$ cat src/rtl/oddr_tx_pkg.sv
// Shared types and constants for the ODDR transmit gearbox.
// The optional underrun counter is enabled with ODDR_TX_GEARBOX_STATUS_EN.
package oddr_tx_pkg;

    typedef enum logic {
        IDLE  = 1'b0,
        SHIFT = 1'b1
    } state_e;

    localparam int unsigned RISE_BIT       = 0;
    localparam int unsigned FALL_BIT       = 1;
    localparam int unsigned PAIR_W         = 2;
    localparam int unsigned UNDERRUN_CNT_W = 16;

    // Place word bits [1:0] onto the rise/fall roles of the DDR data pair
    function automatic logic [PAIR_W-1:0] to_pair(input logic [PAIR_W-1:0] bits);
        logic [PAIR_W-1:0] p;
        p           = '0;
        p[RISE_BIT] = bits[0];
        p[FALL_BIT] = bits[1];
        return p;
    endfunction

endpackage

$ cat src/rtl/oddr_tx_hold.sv
// One-entry hold register: lets the next word wait while the current one shifts.
module oddr_tx_hold #(
    parameter int unsigned DATA_WIDTH = 8
) (
    input  logic                  clk,
    input  logic                  rst_n,
    input  logic                  load,
    input  logic [DATA_WIDTH-1:0] load_data,
    input  logic                  drain,
    output logic [DATA_WIDTH-1:0] data,
    output logic                  valid
);

    always_ff @(posedge clk or negedge rst_n) begin
        if (!rst_n) begin
            data  <= '0;
            valid <= 1'b0;
        end else begin
            if (load) begin
                data  <= load_data;
                valid <= 1'b1;
            end else if (drain) begin
                valid <= 1'b0;
            end
        end
    end

endmodule

$ cat src/rtl/oddr_tx_gearbox.sv
// Serializes DATA_WIDTH-bit words into 2-bit pairs (LSB pair first) for the ODDR stage.
// Define ODDR_TX_GEARBOX_STATUS_EN to add the saturating underrun_cnt output.
module oddr_tx_gearbox
    import oddr_tx_pkg::*;
#(
    parameter int unsigned DATA_WIDTH   = 8,
    parameter logic [1:0]  IDLE_PATTERN = 2'b00
) (
    input  logic                      clk,
    input  logic                      rst_n,
    input  logic [DATA_WIDTH-1:0]     in_data,
    input  logic                      in_valid,
    output logic                      in_ready,
    output logic [PAIR_W-1:0]         d_out,
    output logic                      busy
`ifdef ODDR_TX_GEARBOX_STATUS_EN
    ,
    output logic [UNDERRUN_CNT_W-1:0] underrun_cnt
`endif
);

    localparam int unsigned BEATS = DATA_WIDTH / 2;
    localparam int unsigned CNT_W = (BEATS > 2) ? $clog2(BEATS) : 1;
    localparam logic [CNT_W-1:0] LAST_BEAT = CNT_W'(BEATS - 1);

    if (DATA_WIDTH < 4 || (DATA_WIDTH % 2) != 0) begin : g_bad_width
        $error("oddr_tx_gearbox: DATA_WIDTH must be even and >= 4");
    end

    state_e                  state_q, state_d;
    logic                    rst_done_q;
    logic [DATA_WIDTH-1:0]   sreg_q, sreg_d;
    logic [CNT_W-1:0]        cnt_q, cnt_d;
    logic [PAIR_W-1:0]       dout_d;
    logic                    transfer;
    logic                    last_beat;
    logic                    hold_load;
    logic                    hold_drain;
    logic [DATA_WIDTH-1:0]   hold_data;
    logic                    hold_valid;

    assign in_ready  = rst_done_q && !hold_valid;
    assign transfer  = in_valid && in_ready;
    assign last_beat = (cnt_q == LAST_BEAT);

    oddr_tx_hold #(
        .DATA_WIDTH (DATA_WIDTH)
    ) u_hold (
        .clk       (clk),
        .rst_n     (rst_n),
        .load      (hold_load),
        .load_data (in_data),
        .drain     (hold_drain),
        .data      (hold_data),
        .valid     (hold_valid)
    );

    // State register
    always_ff @(posedge clk or negedge rst_n) begin
        if (!rst_n) begin
            state_q <= IDLE;
        end else begin
            state_q <= state_d;
        end
    end

    // Next-state logic
    always_comb begin
        state_d = state_q;
        case (state_q)
            IDLE:    if (transfer) state_d = SHIFT;
            SHIFT:   if (last_beat && !hold_valid && !transfer) state_d = IDLE;
            default: state_d = IDLE;
        endcase
    end

    // Datapath control; sreg keeps only the pairs not yet placed on d_out
    always_comb begin
        sreg_d     = sreg_q;
        cnt_d      = cnt_q;
        dout_d     = d_out;
        hold_load  = 1'b0;
        hold_drain = 1'b0;
        case (state_q)
            IDLE: begin
                dout_d = IDLE_PATTERN;
                if (transfer) begin
                    sreg_d = in_data >> 2;
                    dout_d = to_pair(in_data[1:0]);
                    cnt_d  = '0;
                end
            end
            SHIFT: begin
                if (!last_beat) begin
                    sreg_d    = sreg_q >> 2;
                    dout_d    = to_pair(sreg_q[1:0]);
                    cnt_d     = CNT_W'(cnt_q + 1'b1);
                    hold_load = transfer;
                end else if (hold_valid) begin
                    sreg_d     = hold_data >> 2;
                    dout_d     = to_pair(hold_data[1:0]);
                    cnt_d      = '0;
                    hold_drain = 1'b1;
                end else if (transfer) begin
                    sreg_d = in_data >> 2;
                    dout_d = to_pair(in_data[1:0]);
                    cnt_d  = '0;
                end else begin
                    dout_d = IDLE_PATTERN;
                    cnt_d  = '0;
                end
            end
            default: dout_d = IDLE_PATTERN;
        endcase
    end

    always_ff @(posedge clk or negedge rst_n) begin
        if (!rst_n) begin
            rst_done_q <= 1'b0;
            sreg_q     <= '0;
            cnt_q      <= '0;
            d_out      <= IDLE_PATTERN;
            busy       <= 1'b0;
        end else begin
            rst_done_q <= 1'b1;
            sreg_q     <= sreg_d;
            cnt_q      <= cnt_d;
            d_out      <= dout_d;
            busy       <= (state_d == SHIFT);
        end
    end

`ifdef ODDR_TX_GEARBOX_STATUS_EN
    logic underrun;
    assign underrun = (state_q == SHIFT) && (state_d == IDLE);

    // Saturating count of SHIFT->IDLE drops
    always_ff @(posedge clk or negedge rst_n) begin
        if (!rst_n) begin
            underrun_cnt <= '0;
        end else if (underrun && (underrun_cnt != {UNDERRUN_CNT_W{1'b1}})) begin
            underrun_cnt <= UNDERRUN_CNT_W'(underrun_cnt + 1'b1);
        end
    end
`endif

endmodule

$ cat config.mk
export PLATFORM = sky130hd
export DESIGN_NAME = oddr_tx_gearbox
export DESIGN_NICKNAME = d
export VERILOG_FILES = /design/src/rtl/oddr_tx_pkg.sv /design/src/rtl/oddr_tx_hold.sv /design/src/rtl/oddr_tx_gearbox.sv
export SDC_FILE = /design/constraint.sdc
export NUM_CORES = 1
export LEC_CHECK = 0
export BUFFER_PORTS_ARGS = -buffer_cell sky130_fd_sc_hd__buf_4
export CORE_ASPECT_RATIO = 0.8
export CORE_MARGIN = 2
export CORE_UTILIZATION = 42
export CTS_CLUSTER_SIZE = 12
export DETAILED_ROUTE_END_ITERATION = 7
export GPL_TIMING_DRIVEN = 0
export HOLD_SLACK_MARGIN = 0.06
export RECOVER_POWER = 50
export SLEW_MARGIN = 40
export SYNTH_ARGS = -nofsm -noshare
export SYNTH_HDL_FRONTEND = slang
export SYNTH_SLANG_ARGS = --single-unit
$ cat constraint.sdc
create_clock -name clk -period 2.7 [get_ports clk]
set_input_delay 0.27 -clock clk [delete_from_list [all_inputs] [get_ports clk]]
set_output_delay 0.27 -clock clk [all_outputs]
set_load 0.05 [all_outputs]
==> flow_metrics.py <==
metrics = {
    "worst_setup_path": {
        "crit_path_start_kind": "flop",
        "slowest_delay_ps": 410,
        "crit_slowest_cell": "dfrtp_1",
        "path_buf_inv": 0,
        "crit_type": "reg2reg",
        "arrival_ps": 1870,
        "crit_family": "simple AND/OR/NAND/NOR gates",
        "cp.required_ps": 2900,
        "cp-end-kind": "flop",
        "path_cells": "ha_1, nand2b_1, nor2_4, mux2_2",
        "path_depth": 4,
        "path_max_fanout": 8,
        "r2r_cells": 4,
    },
    "sta": {
        "period_share_pct": 61.7,
        "setup_tns_ps": 0,
        "maxSlewHeadroom_pct": 17.4,
        "rsz0062_at_grt": "no",
        "worst_slew_pin_slew_ps": 1240,
        "holdWs_ps": 182,
        "timing.fmax_mhz": 600,
        "clock_skew_ps": 10.6,
        "drv_slew": 0,
        "hold_viol": 0,
        "finalSetupViolations": 0,
        "finalCriticalPeriod_ps": 1670,
    },
    "finish": {
        "diodes": 0,
        "drive_above_1_share_pct": 35.8,
        "area_growth_pct": 16.6,
        "finish.instance_area_um2": 1180,
        "nets": 108,
    },
    "synth": {
        "syn-instance-count": 76,
        "synth_seq_cells": 23,
        "synth_area_um2": 1010,
        "synth.distinct_cells": 26,
        "synth_largest_area_cell": "dfrtp_1",
        "synth-seq-area-share_pct": 56.7,
        "synth_fp_nets": 88,
        "synth_area_leaders": "dfrtp_1 57%, mux2_2 8.9%, a221o_1 5.9%",
        "yosys_warnings": 0,
        "yosysTopAreaCellShare_pct": 56.7,
        "synth_area_per_cell_um2": 13.4,
    },
    "die": {
        "start_util_pct": 45.8,
        "placement_rows": 15,
        "ioPinCount": 15,
        "die_h_um": 48.0,
        "die_area_um2": 2830,
        "core_area_um2": 2210,
        "die_x_um": 59.0,
    },
    "placement": {
        "gp_congestion": 0.714,
        "portBuffers": 14,
        "hpwl_um": 1280,
        "placed_area_um2": 1150,
    },
    "cts": {
        "postCtsSetupRepairBufs": 0,
        "postCtsResizedCells": 0,
        "cts.sinks": 23,
        "max-clock-path-buffers": 2,
        "htree_levels": 1,
        "clk_latency_ps": 310,
        "numCtsBuffers": 3,
        "clkTransAtPathRegs_ps": 130,
        "ctsHoldBuffers": 1,
        "cts_tree": "done",
        "root_buffer": "clkbuf_4",
    },
    "detailed_routing": {
        "via_per_inst": 5.37,
        "via_count": 644,
        "drc": 0,
        "drt_wl_total_um": 1840,
        "drt_iter0_markers": 26,
        "detail-route-antenna-nets": 0,
        "dr.pass1.iters": 4,
        "wl_per_cell_um": 15.4,
    },
    "power_and_ir_drop": {
        "cellLeakagePower_nw": 0.556,
        "p_per_area_nw_per_um2": 1100,
        "peakVddDrop_mv": 0.510,
        "p_total_mw": 1.30,
    },
    "flow_run": {
        "drv_cap": 0,
    },
    "grt": {
        "overflow": 0,
        "grt_max_degree": 24,
        "grt_util_all_layers_pct": 15.6,
        "antenna_found_initial": 0,
        "grt_pass1_vias": 653,
        "grt_pass1_wl_um": 3150,
    },
    "worst_hold_path": {
        "hold_class": "in2reg",
        "holdPathStages": 2,
    },
    "outcome": {
        "outcome": "finished, final reports clean",
    },
}
[cells by family after synthesis]
logic type | Yosys count | synth area share (%)
AO/OA/AOI/OAI | 20 | 17.6
adder cells (fa/ha/maj) | 1 | 1.23
buffers and inverters | 4 | 2.47
flip-flops | 23 | 56.7
multiplexers | 9 | 9.86
other | 1 | 0.370
AND/OR/NAND/NOR | 18 | 11.7
[power by group]
part	switching, mW	total (mW)	internal, mW
clock network	0.104	0.159	0.0553
logic	0.308	0.566	0.258
registers	0.0935	0.573	0.480
total	0.506	1.30	0.793
[flip-flops by register name (all words and copies together) (netlist names)]
signal / flops
u_hold.data: 8
sreg_q: 8
rst_done_q: 1
u_hold.valid: 1
busy: 1
d_out: 2
cnt_q: 2
[area by class of cell]
type,count,area [um2]
buffer,3,20.0
clock buffer,3,22.5
clock inverter,1,5.00
fill,213,1030
inverter,1,3.75
multi-input combinational,49,414
sequential,23,576
tap,25,31.3
timing repair buffer,15,111
[worst register-to-register path, cell delays in order (launching register included)]
cell and delay (ps):
dfrtp_1 410, ha_1 280, nand2b_1 240, nor2_4 270, mux2_2 370
[layer usage]
layer	vias to the layer above	track usage, %	part of all wire, %
met1	311	22.2	51
met5	-	0	0
met2	12	23.3	43
li1	319	-	-
met3	2	4.86	5.4
met4	0	4.09	0.81
[worst paths after layout]
path / end / start / slack (ps)
worst max-delay path: u_hold.data[5] / cnt_q[0] / 1030
worst min-delay path: sreg_q[2] / in_data[4] / 180
worst max register to register: u_hold.data[5] / cnt_q[0] / 1030
worst min register to register: cnt_q[0] / cnt_q[0] / 490
max in group asynchronous: u_hold.valid / rst_n / 1240
min in group asynchronous: u_hold.data[1] / rst_n / 720
[per-stage QoR]
| stage | instances | utilization, % | setup slack [ps] |
|---|---|---|---|
| after floorplan | 76 | - | 1110 |
| after global placement | 115 | 52.0 | 1050 |
| after detailed placement | 115 | 52.0 | 1040 |
| after CTS | 120 | 53.7 | 1020 |
| after global routing | 120 | 53.4 | 929 |
| final | 120 | 53.4 | 1030 |
[Yosys cell counts, drive strengths merged]
cell type  number
dfrtp          23
mux2            8
a221o           6
a32o            6
nor2            6
a21oi           3
and2            3
buf             3
nand2           3
a21bo           2
a22oi           2
and2b           1
and3b           1
conb            1
ha              1
inv             1
mux2i           1
nand2b          1
nand3b          1
nor2b           1
o21ai           1
or2b            1
[cells in the final DEF (no fill, tap or decap), drive strengths merged]
master	synthesis	routed
clkbuf	0	5
dfrtp	23	23
and2b	1	1
a21bo	2	2
mux2	8	8
nor2	6	6
a32o	6	6
a21oi	3	3
dlygate4sd3	0	1
nor2b	1	1
nand2b	1	1
clkinv	0	1
ha	1	1
o21ai	1	1
a221o	6	6
and2	3	3
buf	3	15
or2b	1	1
nand3b	1	1
nand2	3	3
mux2i	1	1
and3b	1	1
conb	1	1
inv	1	1
a22oi	2	2
No activity file was read; power rests on OpenSTA's default activity.
